**src/rtl/fdct_pkg.sv**
```systemverilog
// rtl/fdct_pkg.sv - shared constants and state encoding for the serial 8-point FDCT
package fdct_pkg;

  // cos(k*pi/16) scaled by 256; the suffix is the cosine to four digits
  localparam logic [8:0] B_7071 = 9'd181;
  localparam logic [8:0] B_9807 = 9'd251;
  localparam logic [8:0] B_9238 = 9'd237;
  localparam logic [8:0] B_8314 = 9'd213;
  localparam logic [8:0] B_5555 = 9'd142;
  localparam logic [8:0] B_3826 = 9'd98;
  localparam logic [8:0] B_1950 = 9'd50;

  // Output scaling: 1/2 normalisation plus 256 table scale, rounding half up
  localparam int RND_ADD   = 256;
  localparam int RND_SHIFT = 9;

  typedef enum logic [1:0] {
    LOAD = 2'd0,
    CALC = 2'd1,
    OUT  = 2'd2
  } state_t;

endpackage

```
**src/rtl/fdct8_serial_if.sv**
```systemverilog
// rtl/fdct8_serial_if.sv - sample-in / coefficient-out handshake bundle for fdct8_serial
interface fdct8_serial_if #(
  parameter int IN_W  = 9,
  parameter int OUT_W = 11
);

  logic                    i_valid;
  logic                    o_ready;
  logic signed [IN_W-1:0]  i_data;
  logic                    o_valid;
  logic                    i_ready;
  logic signed [OUT_W-1:0] o_data;
  logic [2:0]              o_index;
  logic                    o_last;
  logic                    o_busy;

  // Engine side
  modport slave (
    input  i_valid, i_data, i_ready,
    output o_ready, o_valid, o_data, o_index, o_last, o_busy
  );

  // Producer/consumer side
  modport master (
    output i_valid, i_data, i_ready,
    input  o_ready, o_valid, o_data, o_index, o_last, o_busy
  );

endinterface

```
**src/rtl/dct_basis_rom.sv**
```systemverilog
// rtl/dct_basis_rom.sv - combinational 8x8 DCT basis table T[x][u]
module dct_basis_rom
  import fdct_pkg::*;
(
  input  logic [2:0]        x,
  input  logic [2:0]        u,
  output logic signed [8:0] t
);

  logic [4:0] k;
  logic [4:0] fold;
  logic [4:0] m;
  logic       neg;
  logic [8:0] mag;

  // Reduce the cosine phase (2x+1)u mod 32 to a first-quadrant index plus a sign
  always_comb begin
    k    = {1'b0, x, 1'b1} * {2'b00, u};
    fold = k[4] ? (5'd0 - k) : k;
    neg  = (fold > 5'd8);
    m    = neg ? (5'd16 - fold) : fold;
    case (m)
      5'd1:    mag = B_9807;
      5'd2:    mag = B_9238;
      5'd3:    mag = B_8314;
      5'd4:    mag = B_7071;
      5'd5:    mag = B_5555;
      5'd6:    mag = B_3826;
      5'd7:    mag = B_1950;
      default: mag = 9'd0;
    endcase
    if (u == 3'd0) begin
      t = B_7071;
    end else begin
      t = neg ? (9'd0 - mag) : mag;
    end
  end

endmodule

```
**src/rtl/fdct8_serial.sv**
```systemverilog
// rtl/fdct8_serial.sv - serial 8-point forward DCT with one shared MAC
module fdct8_serial
  import fdct_pkg::*;
#(
  parameter int IN_W  = 9,
  parameter int OUT_W = 11
) (
  input logic           i_clk,
  input logic           i_arstn,
  fdct8_serial_if.slave bus
);

  localparam int ACC_W  = IN_W + 9 + 3;
  localparam int PROD_W = IN_W + 9;
  localparam logic signed [ACC_W:0] SAT_MAX = (ACC_W+1)'((1 << (OUT_W-1)) - 1);
  localparam logic signed [ACC_W:0] SAT_MIN = (ACC_W+1)'(-(1 << (OUT_W-1)));

  state_t                  state_q, state_d;
  logic [2:0]              x_cnt;
  logic [2:0]              u_cnt;
  logic signed [ACC_W-1:0] acc_q;
  logic signed [IN_W-1:0]  sample_q [8];
  logic signed [OUT_W-1:0] o_data_q;

  logic signed [8:0]        basis;
  logic signed [PROD_W-1:0] prod;
  logic signed [ACC_W-1:0]  acc_sum;
  logic signed [ACC_W:0]    rnd_sum;
  logic signed [ACC_W:0]    rnd_shift;
  logic signed [OUT_W-1:0]  sat_val;
  logic                     in_fire;
  logic                     out_fire;

  dct_basis_rom u_rom (
    .x (x_cnt),
    .u (u_cnt),
    .t (basis)
  );

  assign in_fire  = bus.i_valid && (state_q == LOAD);
  assign out_fire = bus.i_ready && (state_q == OUT);

  // MAC term, final rounding and clamp of the accumulated coefficient
  always_comb begin
    prod      = sample_q[x_cnt] * basis;
    acc_sum   = acc_q + {{(ACC_W-PROD_W){prod[PROD_W-1]}}, prod};
    rnd_sum   = {acc_sum[ACC_W-1], acc_sum} + (ACC_W+1)'(RND_ADD);
    rnd_shift = rnd_sum >>> RND_SHIFT;
    if (rnd_shift > SAT_MAX) begin
      sat_val = SAT_MAX[OUT_W-1:0];
    end else if (rnd_shift < SAT_MIN) begin
      sat_val = SAT_MIN[OUT_W-1:0];
    end else begin
      sat_val = rnd_shift[OUT_W-1:0];
    end
  end

  // State register
  always_ff @(posedge i_clk or negedge i_arstn) begin
    if (!i_arstn) begin
      state_q <= LOAD;
    end else begin
      state_q <= state_d;
    end
  end

  // Next-state: 8 loads, then 8 MAC cycles and one output slot per coefficient
  always_comb begin
    state_d = state_q;
    case (state_q)
      LOAD:    if (in_fire && x_cnt == 3'd7) state_d = CALC;
      CALC:    if (x_cnt == 3'd7) state_d = OUT;
      OUT:     if (out_fire) state_d = (u_cnt == 3'd7) ? LOAD : CALC;
      default: state_d = LOAD;
    endcase
  end

  // Sample capture, accumulation and output register
  always_ff @(posedge i_clk or negedge i_arstn) begin
    if (!i_arstn) begin
      x_cnt    <= 3'd0;
      u_cnt    <= 3'd0;
      acc_q    <= '0;
      o_data_q <= '0;
      for (int i = 0; i < 8; i++) sample_q[i] <= '0;
    end else begin
      case (state_q)
        LOAD: begin
          if (in_fire) begin
            sample_q[x_cnt] <= bus.i_data;
            x_cnt           <= x_cnt + 3'd1;
            if (x_cnt == 3'd7) begin
              u_cnt <= 3'd0;
              acc_q <= '0;
            end
          end
        end
        CALC: begin
          acc_q <= acc_sum;
          x_cnt <= x_cnt + 3'd1;
          if (x_cnt == 3'd7) o_data_q <= sat_val;
        end
        OUT: begin
          if (out_fire) begin
            acc_q <= '0;
            u_cnt <= u_cnt + 3'd1;
          end
        end
        default: begin
          x_cnt <= 3'd0;
        end
      endcase
    end
  end

  assign bus.o_ready = (state_q == LOAD);
  assign bus.o_valid = (state_q == OUT);
  assign bus.o_busy  = (state_q != LOAD);
  assign bus.o_index = u_cnt;
  assign bus.o_last  = (state_q == OUT) && (u_cnt == 3'd7);
  assign bus.o_data  = o_data_q;

endmodule

```
**src/flat_wrapper.sv**
```systemverilog
// flat-port wrapper written by rule: the top's interface ports become plain ports
module fdct8_serial_flat import fdct_pkg::*;
#(
  parameter int IN_W  = 9,
  parameter int OUT_W = 11
)
  (i_clk, i_arstn, bus_i_valid, bus_i_data, bus_i_ready, bus_o_ready, bus_o_valid, bus_o_data, bus_o_index, bus_o_last, bus_o_busy);
  fdct8_serial_if #(.IN_W(IN_W), .OUT_W(OUT_W)) bus_i ();
  input logic i_clk;
  input logic i_arstn;
  input wire logic [$bits(bus_i.i_valid)-1:0] bus_i_valid;
  input wire logic [$bits(bus_i.i_data)-1:0] bus_i_data;
  input wire logic [$bits(bus_i.i_ready)-1:0] bus_i_ready;
  output wire logic [$bits(bus_i.o_ready)-1:0] bus_o_ready;
  output wire logic [$bits(bus_i.o_valid)-1:0] bus_o_valid;
  output wire logic [$bits(bus_i.o_data)-1:0] bus_o_data;
  output wire logic [$bits(bus_i.o_index)-1:0] bus_o_index;
  output wire logic [$bits(bus_i.o_last)-1:0] bus_o_last;
  output wire logic [$bits(bus_i.o_busy)-1:0] bus_o_busy;
  assign bus_i.i_valid = bus_i_valid;
  assign bus_i.i_data = bus_i_data;
  assign bus_i.i_ready = bus_i_ready;
  assign bus_o_ready = bus_i.o_ready;
  assign bus_o_valid = bus_i.o_valid;
  assign bus_o_data = bus_i.o_data;
  assign bus_o_index = bus_i.o_index;
  assign bus_o_last = bus_i.o_last;
  assign bus_o_busy = bus_i.o_busy;
  fdct8_serial #(.IN_W(IN_W), .OUT_W(OUT_W)) u_core (.i_clk(i_clk), .i_arstn(i_arstn), .bus(bus_i));
endmodule
```
**config.mk**
```make
export PLATFORM = sky130hd
export DESIGN_NAME = fdct8_serial_flat
export DESIGN_NICKNAME = d
export VERILOG_FILES = /design/src/rtl/fdct_pkg.sv /design/src/rtl/fdct8_serial_if.sv /design/src/rtl/dct_basis_rom.sv /design/src/rtl/fdct8_serial.sv /design/src/flat_wrapper.sv
export SDC_FILE = /design/constraint.sdc
export NUM_CORES = 1
export LEC_CHECK = 0
export ABC_AREA = 1
export BUFFER_PORTS_ARGS = -buffer_cell sky130_fd_sc_hd__buf_2
export CAP_MARGIN = 10
export CORE_UTILIZATION = 60
export DETAILED_ROUTE_END_ITERATION = 8
export PLACE_DENSITY = 0.86
export SYNTH_ARGS = -nofsm -noshare
export SYNTH_HDL_FRONTEND = slang
export SYNTH_SLANG_ARGS = --single-unit
export TNS_END_PERCENT = 100
```
**constraint.sdc**
```tcl
create_clock -name i_clk -period 10.87 [get_ports i_clk]
set_input_delay 1.087 -clock i_clk [delete_from_list [all_inputs] [get_ports i_clk]]
set_output_delay 1.087 -clock i_clk [all_outputs]
set_load 0.05 [all_outputs]
```
==> reports/metrics.cfg <==
[run_status]
outcome=finished clean

[detailed_routing]
avgViaCountPerCell=5.62
drc=0
vias=9079
wl_mm=24.4
drt_iter0_drc=640
drt-pass1-iter-count=5
wl_per_cell_um=15.1
ant_nets=0

[grt]
grt_max_degree=70
grt_pass1_vias=8698
antenna_found_initial=0
grt_overflow=0
grt_usage=0.292
grt_pass1_wl_mm=41.3

[worst_setup_path]
slowest_stage=fa_1
critPathLaunchType=flop
cpMostUsedCell=inv_1
arrival_ns=10.41
slowest_delay_ns=0.56
end_kind=flop
criticalPathCategory=reg2reg
cp_max_fo=10
crit_required_ns=11.17

[yosys]
avgSynthCellArea_um2=7.56
syn_inst=1352
syn_nets=1509
netlist_area_um2=10200
ys_warn_count=0
ys_ff_latch=112
synthDistinctLibCells=40
ys_seq_area_frac=0.274

[sta]
hold_viol=0
tns_ns=0
fmax_mhz=98.9
worstMarginPinSlew_ns=0.925
skew_ns=0.0147
slew_headroom=0.383
rsz0062_at_grt=no
fin_crit_ns=10.11
holdWs_ns=0.482
slew_viol_final=0
fin_crit_sh=0.930
setup_viol=0

[clocking]
numCtsBuffers=9
cts_max_level=3
cts_tree=yes
clkLatencyLatePin_ns=0.37
cts_buffer_depth=2
root_buffer=clkbuf_16
cts_sinks=112
path_clk_slew_ns=0.08

[floorplanning]
die_area_um2=17600
die_h_um=133
num_io_pins=31
rows=47
start_util=0.617
die_x_um=133
coreArea_um2=16600

[worst_hold_path]
hp-class=reg2reg

[layout]
fin_nets=1548
area_delta_synth_final_pct=8.08
antenna_cells=0
layout-drive-gt1-share=0.112
fin_area_um2=11100
fill_cells=1322

[flow_run]
cap_violations=0

[place]
placed_area_um2=10600
dp_hpwl_mm=18.6
gp_congestion=0.984
io_buffers=30

-- registers in the layout, summed over array words and instances (netlist names) --
register and count:
u_core.acc_q 21, u_core.sample_q 72, u_core.bus.o_data 11, u_core.bus.o_index 3, u_core.state_q 2, u_core.x_cnt 3
-- Yosys cell counts --
master	number	area share
nand2_1	344	0.13
inv_1	215	0.079
nor2_1	115	0.042
dfrtp_1	112	0.27
o21ai_0	109	0.053
fa_1	75	0.15
nand3_1	75	0.037
ha_1	69	0.084
a21oi_1	35	0.017
o22ai_1	26	0.016
xor2_1	22	0.019
nand2_2	17	0.010
nand4_1	16	0.0098
nor3_1	14	0.0069
clkbuf_1	13	0.0048
or2_2	11	0.0067
xnor2_1	11	0.0094
inv_2	8	0.0029
a21oi_2	7	0.0060
clkinv_1	7	0.0026
nor2_2	6	0.0037
nor2_4	6	0.0066
nand3_2	5	0.0049
and2_1	4	0.0024
nand2_4	4	0.0044
buf_1	3	0.0011
o22a_2	3	0.0029
buf_6	2	0.0022
nand3_4	2	0.0034
nand4_2	2	0.0024
o211ai_1	2	0.0015
o21ai_1	2	0.00098
o21ai_2	2	0.0017
o21bai_1	2	0.0015
a211oi_1	1	0.00073
a21oi_4	1	0.0016
a31oi_1	1	0.00061
nand3b_1	1	0.00073
o21ai_4	1	0.0016
or4_1	1	0.00073
-- cells in the final DEF, fill, tap and decap left out, types with 7 or more instances in the layout --
cell type / synthesis / final
a21oi_1: 35 / 31
a21oi_2: 7 / 11
buf_2: 0 / 29
buf_4: 0 / 17
clkbuf_16: 0 / 9
clkinv_1: 7 / 7
dfrtp_1: 112 / 107
fa_1: 75 / 74
ha_1: 69 / 66
inv_1: 215 / 214
inv_2: 8 / 9
nand2_1: 344 / 343
nand2_2: 17 / 15
nand2_4: 4 / 7
nand3_1: 75 / 74
nand4_1: 16 / 16
nor2_1: 115 / 114
nor2_2: 6 / 7
nor3_1: 14 / 13
o21ai_0: 109 / 108
o22ai_1: 26 / 26
or2_2: 11 / 11
xnor2_1: 11 / 11
xor2_1: 22 / 22
-- cells by family (layout without fill, tap and decap cells) --
logic type / count (synthesis) / after routing / synth area share
AOI/OAI and AO/OA: 192 / 192 / 0.105
xor gates and xnor gates: 33 / 33 / 0.0283
adders and majority gates: 144 / 144 / 0.231
buffers and inverters: 248 / 292 / 0.0925
DFF: 112 / 112 / 0.274
and+or+nand+nor: 623 / 623 / 0.268
-- routing by layer --
| metal | global-route usage | wire [um] | vias up |
|---|---|---|---|
| li1 | - | - | 4342 |
| met1 | 0.395 | 10400 | 4354 |
| met2 | 0.493 | 12000 | 350 |
| met3 | 0.0379 | 1640 | 33 |
| met4 | 0.0817 | 407 | 0 |
| met5 | 0 | 0 | - |
-- path summary, 6_finish.rpt --
path,startpoint,to,slack (ns),depth (start not counted)
setup / recovery,u_core.bus.o_index[1]$_DFFE_PN0P_,u_core.bus.o_data[9]$_DFFE_PN0P_,0.76,61
hold / removal,u_core.sample_q[42]$_DFFE_PN0P_,u_core.sample_q[42]$_DFFE_PN0P_,0.48,2
setup reg to reg,u_core.bus.o_index[1]$_DFFE_PN0P_,u_core.bus.o_data[9]$_DFFE_PN0P_,0.76,61
hold reg to reg,u_core.sample_q[42]$_DFFE_PN0P_,u_core.sample_q[42]$_DFFE_PN0P_,0.48,2
max in group asynchronous,i_arstn,u_core.sample_q[35]$_DFFE_PN0P_,8.90,2
min in group asynchronous,i_arstn,u_core.bus.o_data[3]$_DFFE_PN0P_,0.85,1
-- cell type report --
type,count,area (um^2),area share
multi-input cells,992,6540,0.591
well taps,220,275,0.0249
clock inverters,7,70.1,0.00634
clock buffers,9,225,0.0204
repair buffers,46,273,0.0247
flip-flops and latches,112,2810,0.254
inverters,230,863,0.0781
-- per-stage QoR --
stage / setup WS [ns] / utilization / instances
floorplan: 1.11 / - / 1352
global placement: 0.651 / 0.638 / 1586
detailed placement: 0.420 / 0.638 / 1586
CTS: 0.323 / 0.656 / 1602
global route: 0.00902 / 0.666 / 1616
finish: 0.761 / 0.666 / 1616
-- critical path, delay by kind of cell, from the launching register on --
| kind | cells | cell delay, ns |
|---|---|---|
| adder cells (fa/ha/maj) | 11 | 4.25 |
| AO/OA/AOI/OAI | 10 | 1.27 |
| buffers and inverters | 11 | 0.68 |
| AND/OR/NAND/NOR | 27 | 2.90 |
| XOR/XNOR | 2 | 0.44 |
| flip-flops | 1 | 0.45 |
-- repair_timing --
action,CTS,global route
hold buffers,0,0
resized for setup,0,23
endpoints found under the setup margin,0,12
setup buffers,0,14
Power is not shown: default switching activity piles up to over one toggle a cycle in this logic, so the estimate is an artifact.
